==> src/rtl/ttl_pattern_gen_pkg.sv <==
// Shared definitions for the TTL pattern sequencer: FSM encoding and health codes.
// Latency: n/a (types and constants only).
// Backpressure: n/a.
package ttl_pattern_gen_pkg;

  // Sequencer states; LOAD and DONE each last exactly one cycle.
  typedef enum logic [1:0] {
    ST_IDLE = 2'd0,
    ST_LOAD = 2'd1,
    ST_RUN  = 2'd2,
    ST_DONE = 2'd3
  } state_t;

  // health_o codes. BAD_LEN clears on the next accepted arm; WR_ACTIVE is sticky until then.
  localparam logic [1:0] HEALTH_OK        = 2'd0;
  localparam logic [1:0] HEALTH_BAD_LEN   = 2'd1;
  localparam logic [1:0] HEALTH_WR_ACTIVE = 2'd2;

  // A table entry is packed as {delta, value}: value sits in the low NCHAN bits and
  // delta occupies the DELTA_W bits directly above it.

endpackage

==> src/rtl/ttl_pattern_table.sv <==
// Pattern table RAM: DEPTH x WIDTH, one write port and one registered read port.
// Latency: read data appears one cycle after rd_en; a write is visible to a read on the following cycle.
// Backpressure: none; both ports accept every cycle.
module ttl_pattern_table #(
  parameter int DEPTH = 32,
  parameter int WIDTH = 38,
  parameter int AW    = $clog2(DEPTH)
) (
  input  logic             clk_i,
  input  logic             wr_en,
  input  logic [AW-1:0]    wr_addr,
  input  logic [WIDTH-1:0] wr_data,
  input  logic             rd_en,
  input  logic [AW-1:0]    rd_addr,
  output logic [WIDTH-1:0] rd_data
);

  logic [WIDTH-1:0] mem [DEPTH];

  // Plain RAM: no reset, so it maps onto block memory; read-during-write returns old data.
  always_ff @(posedge clk_i) begin
    if (wr_en) mem[wr_addr] <= wr_data;
    if (rd_en) rd_data <= mem[rd_addr];
  end

endmodule

==> src/rtl/ttl_pattern_gen.sv <==
// N-channel TTL sequencer: plays {hold, value} table entries onto ttl_o with repeat count and done pulse.
// Latency: ttl_o shows entry 0 two cycles after the arm cycle; entries follow back-to-back with no gaps.
// Backpressure: none; arm while active is ignored, and table writes while active are dropped and flagged.
module ttl_pattern_gen
  import ttl_pattern_gen_pkg::*;
#(
  parameter int NCHAN   = 6,
  parameter int DEPTH   = 32,
  parameter int DELTA_W = 32
) (
  input  logic                       clk_i,
  input  logic                       reset_i,
  input  logic                       tbl_wr_i,
  input  logic [$clog2(DEPTH)-1:0]   tbl_addr_i,
  input  logic [DELTA_W+NCHAN-1:0]   tbl_data_i,
  input  logic [$clog2(DEPTH):0]     length_i,
  input  logic [15:0]                repeats_i,
  input  logic                       arm_i,
  input  logic                       disarm_i,
  output logic [NCHAN-1:0]           ttl_o,
  output logic                       active_o,
  output logic                       done_o,
  output logic [1:0]                 health_o,
  output logic [15:0]                pass_o
);

  localparam int AW = $clog2(DEPTH);
  localparam int EW = DELTA_W + NCHAN;

  state_t             state;
  logic [AW:0]        len_q;
  logic [15:0]        reps_q;
  logic [AW-1:0]      cur_idx;   // entry currently driven on ttl_o
  logic [AW-1:0]      pf_idx;    // entry currently held in rd_data (prefetched)
  logic [DELTA_W-1:0] hold_cnt;  // remaining cycles after the current one

  logic [EW-1:0]      rd_data;
  logic               rd_en;
  logic [AW-1:0]      rd_addr;
  logic [AW-1:0]      pf_next;
  logic [DELTA_W-1:0] rd_delta;
  logic [DELTA_W-1:0] rd_hold;
  logic [NCHAN-1:0]   rd_value;
  logic               last_cycle;
  logic               pass_end;
  logic               run_done;
  logic [16:0]        pass_inc;
  logic               len_ok;

  // Next table index within the latched pass length, wrapping to 0 after the last entry.
  function automatic logic [AW-1:0] wrap_inc(input logic [AW-1:0] idx, input logic [AW:0] len);
    if (({1'b0, idx} + (AW+1)'(1)) >= len) return '0;
    else return idx + AW'(1);
  endfunction

  ttl_pattern_table #(.DEPTH(DEPTH), .WIDTH(EW), .AW(AW)) u_table (
    .clk_i   (clk_i),
    .wr_en   (tbl_wr_i && (state == ST_IDLE)),
    .wr_addr (tbl_addr_i),
    .wr_data (tbl_data_i),
    .rd_en   (rd_en),
    .rd_addr (rd_addr),
    .rd_data (rd_data)
  );

  // Entry decode, prefetch addressing and pass-end detection.
  always_comb begin
    rd_delta   = rd_data[EW-1:NCHAN];
    rd_value   = rd_data[NCHAN-1:0];
    rd_hold    = (rd_delta == '0) ? '0 : rd_delta - DELTA_W'(1);
    pf_next    = wrap_inc(pf_idx, len_q);
    last_cycle = (state == ST_RUN) && (hold_cnt == '0);
    pass_end   = last_cycle && ({1'b0, cur_idx} == (len_q - (AW+1)'(1)));
    pass_inc   = {1'b0, pass_o} + 17'd1;
    run_done   = pass_end && (reps_q != 16'd0) && (pass_inc == {1'b0, reps_q});
    len_ok     = (length_i != '0) && (length_i <= (AW+1)'(DEPTH));
    // IDLE keeps entry 0 staged so the arm->LOAD cycle already has it in rd_data.
    rd_en      = (state == ST_IDLE) || (state == ST_LOAD) || last_cycle;
    rd_addr    = (state == ST_IDLE) ? '0 : pf_next;
  end

  // Sequencer FSM with registered outputs; disarm overrides everything outside IDLE.
  always_ff @(posedge clk_i or posedge reset_i) begin
    if (reset_i) begin
      state    <= ST_IDLE;
      len_q    <= '0;
      reps_q   <= '0;
      cur_idx  <= '0;
      pf_idx   <= '0;
      hold_cnt <= '0;
      ttl_o    <= '0;
      active_o <= 1'b0;
      done_o   <= 1'b0;
      health_o <= HEALTH_OK;
      pass_o   <= '0;
    end else begin
      done_o <= 1'b0;
      if (tbl_wr_i && (state != ST_IDLE)) health_o <= HEALTH_WR_ACTIVE;
      case (state)
        ST_IDLE: begin
          if (arm_i && !disarm_i) begin
            if (len_ok) begin
              len_q    <= length_i;
              reps_q   <= repeats_i;
              health_o <= HEALTH_OK;
              pass_o   <= '0;
              pf_idx   <= '0;
              active_o <= 1'b1;
              state    <= ST_LOAD;
            end else begin
              health_o <= HEALTH_BAD_LEN;
            end
          end
        end
        ST_LOAD: begin
          ttl_o    <= rd_value;
          hold_cnt <= rd_hold;
          cur_idx  <= pf_idx;
          pf_idx   <= pf_next;
          state    <= ST_RUN;
        end
        ST_RUN: begin
          if (last_cycle) begin
            if (pass_end && (pass_o != 16'hFFFF)) pass_o <= pass_o + 16'd1;
            if (run_done) begin
              ttl_o    <= '0;
              active_o <= 1'b0;
              done_o   <= 1'b1;
              state    <= ST_DONE;
            end else begin
              ttl_o    <= rd_value;
              hold_cnt <= rd_hold;
              cur_idx  <= pf_idx;
              pf_idx   <= pf_next;
            end
          end else begin
            hold_cnt <= hold_cnt - DELTA_W'(1);
          end
        end
        ST_DONE: begin
          ttl_o    <= '0;
          active_o <= 1'b0;
          state    <= ST_IDLE;
        end
        default: state <= ST_IDLE;
      endcase
      if (disarm_i && (state != ST_IDLE)) begin
        ttl_o    <= '0;
        active_o <= 1'b0;
        done_o   <= 1'b0;
        state    <= ST_IDLE;
      end
    end
  end

endmodule

==> config.mk <==
export PLATFORM = sky130hd
export DESIGN_NAME = ttl_pattern_gen
export DESIGN_NICKNAME = d
export VERILOG_FILES = /design/src/rtl/ttl_pattern_gen_pkg.sv /design/src/rtl/ttl_pattern_table.sv /design/src/rtl/ttl_pattern_gen.sv
export SDC_FILE = /design/constraint.sdc
export NUM_CORES = 2
export LEC_CHECK = 0
export BUFFER_PORTS_ARGS = -buffer_cell sky130_fd_sc_hd__buf_4
export CAP_MARGIN = 10
export CORE_MARGIN = 2
export CORE_UTILIZATION = 60
export CTS_CLUSTER_DIAMETER = 50
export DETAILED_ROUTE_END_ITERATION = 8
export PLACE_DENSITY_LB_ADDON = 0.1
export SYNTH_ARGS = -nofsm -noshare
export SYNTH_HDL_FRONTEND = slang
export SYNTH_SLANG_ARGS = --single-unit
==> constraint.sdc <==
create_clock -name clk_i -period 5 [get_ports clk_i]
set_clock_uncertainty 0.2 [all_clocks]
set_input_delay 0.75 -clock clk_i [delete_from_list [all_inputs] [get_ports clk_i]]
set_output_delay 0.75 -clock clk_i [all_outputs]
set_load 0.01 [all_outputs]
==> results.md <==
- Non-Filler Instances: approximately 5200
- Worst-Skew Late Latency: 0.76 ns
- Crit path max-delay family: compound AO/OA/AOI/OAI gates
- CTS tree: built
- Largest net degree at the start of global routing: ~140
- Yosys cell types: 88
- H-Tree Depth: 4
- Crit-path max cell delay: 0.53 ns
- Chip Height: a little over 300 um
- Worst Path Buf+Inv: 3
- Commonest cells post-synth: 1254 x edfxtp_1, 306 x nor2_1, 295 x nor3_1
- WHS: 0.0353 ns
- Post-DR wirelength/cell: between 30 and 40 um
- Unrepaired setup endpoints after global routing: false
- Worst Hold Path EP: reps_q[7]$_DFFE_PP0P_
- Final Power: 35.2 mW
- Leakage: 20.0 nW
- Ys flop type: edfxtp_1
- Final core utilization: 68.6%
- Vias: 37000
- Post-synth net total: a little under 4000
- Min-delay worst type: in2reg
- Crit-path slowest cell: dfrtp_4
- Vias in the first global route: 35700
- Hold path start: repeats_i[7]
- Antenna Nets Post-Route: 0
- Data required, critical path: 5.31 ns
- Max_cap viols: 0
- R2R depth: 15
- Synth Register Bits: 1346
- Iteration-0 DRC Markers: 5687
- Area Growth Syn to Fin: 13.3%
- Post-route clock period utilization: 93.5%
- I/O Pins: 96
- Fill cells: 6160
- Hold-critical path depth: 2
- Crit path kind: reg2reg
- Seq/Total Area, Yosys: 72.1%
- R2R Setup Slk: 0.32 ns
- Die area: 94800 um^2
- Num CTS Buffers: 141
- Status: finished, final reports clean
- Placed cells: 4931
- Ranking of synthesized cells by area: edfxtp_1 68%, dfrtp_1 4.2%, nor3_1 2.7%, nor2_1 2.1%, clkbuf_1 1.6%
- Hold violation count in the final report: 0
- Startpoint types: register
- DRC: 0
- Syn Inst Count: around 3800
- Final setup TNS: 0 ns
- Rel. slew slack: roughly 13%
- Tot GR Track Use: 34.7%
- Layout cells sized above 1: 15.1%
- Critical Path Fanout Max: 68
- Tightest Pin Transition: ~1.3 ns
- Worst flop-to-flop path endpoint: u_table.rd_data[25]$_DFFE_PP_
- Count leader, synth: edfxtp_1
- Average size of a mapped cell: 14.5 um^2
- Crit path from: pf_idx[0]$_DFFE_PP0P_
- IO Port Bufs: 95
- Multi-input gate area: 14500 um^2
- Mapped Area: 55400 um^2
- Initial antenna violation count: 7
- Post-synth ARST share: 6.84%
- Remaining global-route overflow: 0
- Post-CTS Setup Inserts: 0
- CTS clk-pin slew, worst paths: approximately 0.060 ns
- F_max: 214 MHz
- CP arrival: 4.99 ns
- Worst path cell trace: ha_1 -> nand3_1 -> xor2_1 -> inv_1 -> ha_1 -> and3_1 -> o21ai_1 -> o211ai_1 -> buf_12 -> nor2_4 -> buf_4 -> a2bb2oi_1 -> a211oi_1 -> o311ai_1 -> and3_1
- Clock sink count: 1346
- Drt total wl: 165 mm
- Leading area contributor after synthesis: edfxtp_1
- # setup viols final: 0
- Cell row count: 111
- FF+latch area: 40000 um^2
- Number of flops mapped to enable cells by yosys: 1254
- Layout Nets: 3976
- R2R Path Start: pf_idx[0]$_DFFE_PP0P_
- Core ar.: 91500 um^2
- Crit path time final: about 4.7 ns
- Yosys warnings: 0
- Endpoint type of the worst setup path: register
- Share of the synthesized area in the top cell type: 68.0%
- Power per Cell Area: ~560 nW/um^2
- Max Slew Vio Count: 0
- Buffers from clock root to sink, at most: 3
- Worst VDD drop: about 0.5 mV
- Clk Tree Root Cell: clkbuf_16
- Placer Congestion: 0.888
- First-pass GRT wire length: 238 mm
- Detailed Place HPWL: 94.0 mm
- Drt first pass iters: 6
- Die X: 308 um
- Via density: 7.12
- Initial Util: 60.5%
per-layer routing:
layer | routed length, um | track usage [%] | vias up
li1 | - | - | 15500
met1 | 61300 | 47.3 | 18500
met2 | 76900 | 54.6 | 2450
met3 | 19100 | 7.52 | 463
met4 | 7280 | 14.8 | 4
met5 | 36 | 0 | -
cell usage in the layout, fill, tap and decap left out, types with 24 or more instances in the layout:
cell type,count
a211oi_1,72
o311ai_0,49
clkbuf_1,31
or3_1,24
and3_1,36
dfrtp_1,91
o21ai_0,74
o221ai_1,97
a2111oi_0,66
nor3_1,295
buf_4,185
o311ai_1,80
clkbuf_16,144
nor2b_1,74
nand2_1,85
nor2_4,36
nor4_1,87
o2111ai_1,71
a21oi_1,107
mux2i_1,72
o21ai_1,32
edfxtp_1,1254
nor2_1,271
o22ai_1,32
or2_2,67
a2bb2oi_1,65
buf_12,39
xnor2_1,31
nand3_1,35
clkinv_1,25
mux2_2,31
registers in the layout, summed over array words and instances, names as in the netlist:
| register | flops |
|---|---|
| active_o | 1 |
| reps_q | 16 |
| pass_o | 16 |
| cur_idx | 5 |
| pf_idx | 5 |
| hold_cnt | 32 |
| state | 2 |
| done_o | 1 |
| health_o | 2 |
| u_table.mem | 1216 |
| len_q | 6 |
| u_table.rd_data | 38 |
| ttl_o | 6 |
cell families (layout without fill, tap and decap cells):
| family | Yosys count | after routing | synth area share [%] |
|---|---|---|---|
| other cells | 0 | 7 | 0 |
| xor+xnor | 55 | 55 | 0.870 |
| buf+inv | 318 | 502 | 2.30 |
| fa+ha+maj | 17 | 17 | 0.384 |
| mux | 113 | 113 | 2.13 |
| compound gates | 869 | 869 | 12.0 |
| simple gates | 1099 | 1099 | 10.2 |
| flops | 1346 | 1346 | 72.1 |
worst max path at each step:
stage,cells after the start,endpoint
3_3_place_gp,15,u_table.rd_data[36]$_DFFE_PP_
3_5_place_dp,13,u_table.rd_data[25]$_DFFE_PP_
5_1_grt,13,u_table.rd_data[6]$_DFFE_PP_
2_1_floorplan,16,u_table.rd_data[21]$_DFFE_PP_
4_1_cts,13,u_table.rd_data[25]$_DFFE_PP_
6_report,15,u_table.rd_data[25]$_DFFE_PP_
through the flow:
stage	area, um^2	setup WS (ns)
finish	62800	0.323
global route	62800	0.0520
CTS	62800	0.352
detailed placement	58200	0.385
global placement	58200	0.488
floorplan	55400	0.569
layout make-up:
cell class | instances | area share [%]
well taps | 1186 | 2.36
clock inverters | 78 | 1.22
clock buffers | 177 | 5.97
multi-input cells | 2153 | 23.2
repair buffers | 225 | 3.47
diodes | 7 | 0.0279
flip-flops and latches | 1346 | 63.7
inverters | 22 | 0.136
timing repair:
| action | in CTS | in global routing |
|---|---|---|
| resized for setup | 0 | 0 |
| hold buffers | 1 | 0 |
| hold endpoints to repair | 55 | 0 |
power breakdown:
group | leakage, nW | switching [mW] | internal, mW | total [mW]
Combinational | 5.31 | 7.38 | 3.63 | 11.0
Clock | 2.20 | 4.31 | 5.92 | 10.2
Sequential | 12.5 | 0.892 | 13.1 | 14.0
Note: power is estimated with default switching activity, not from simulation.
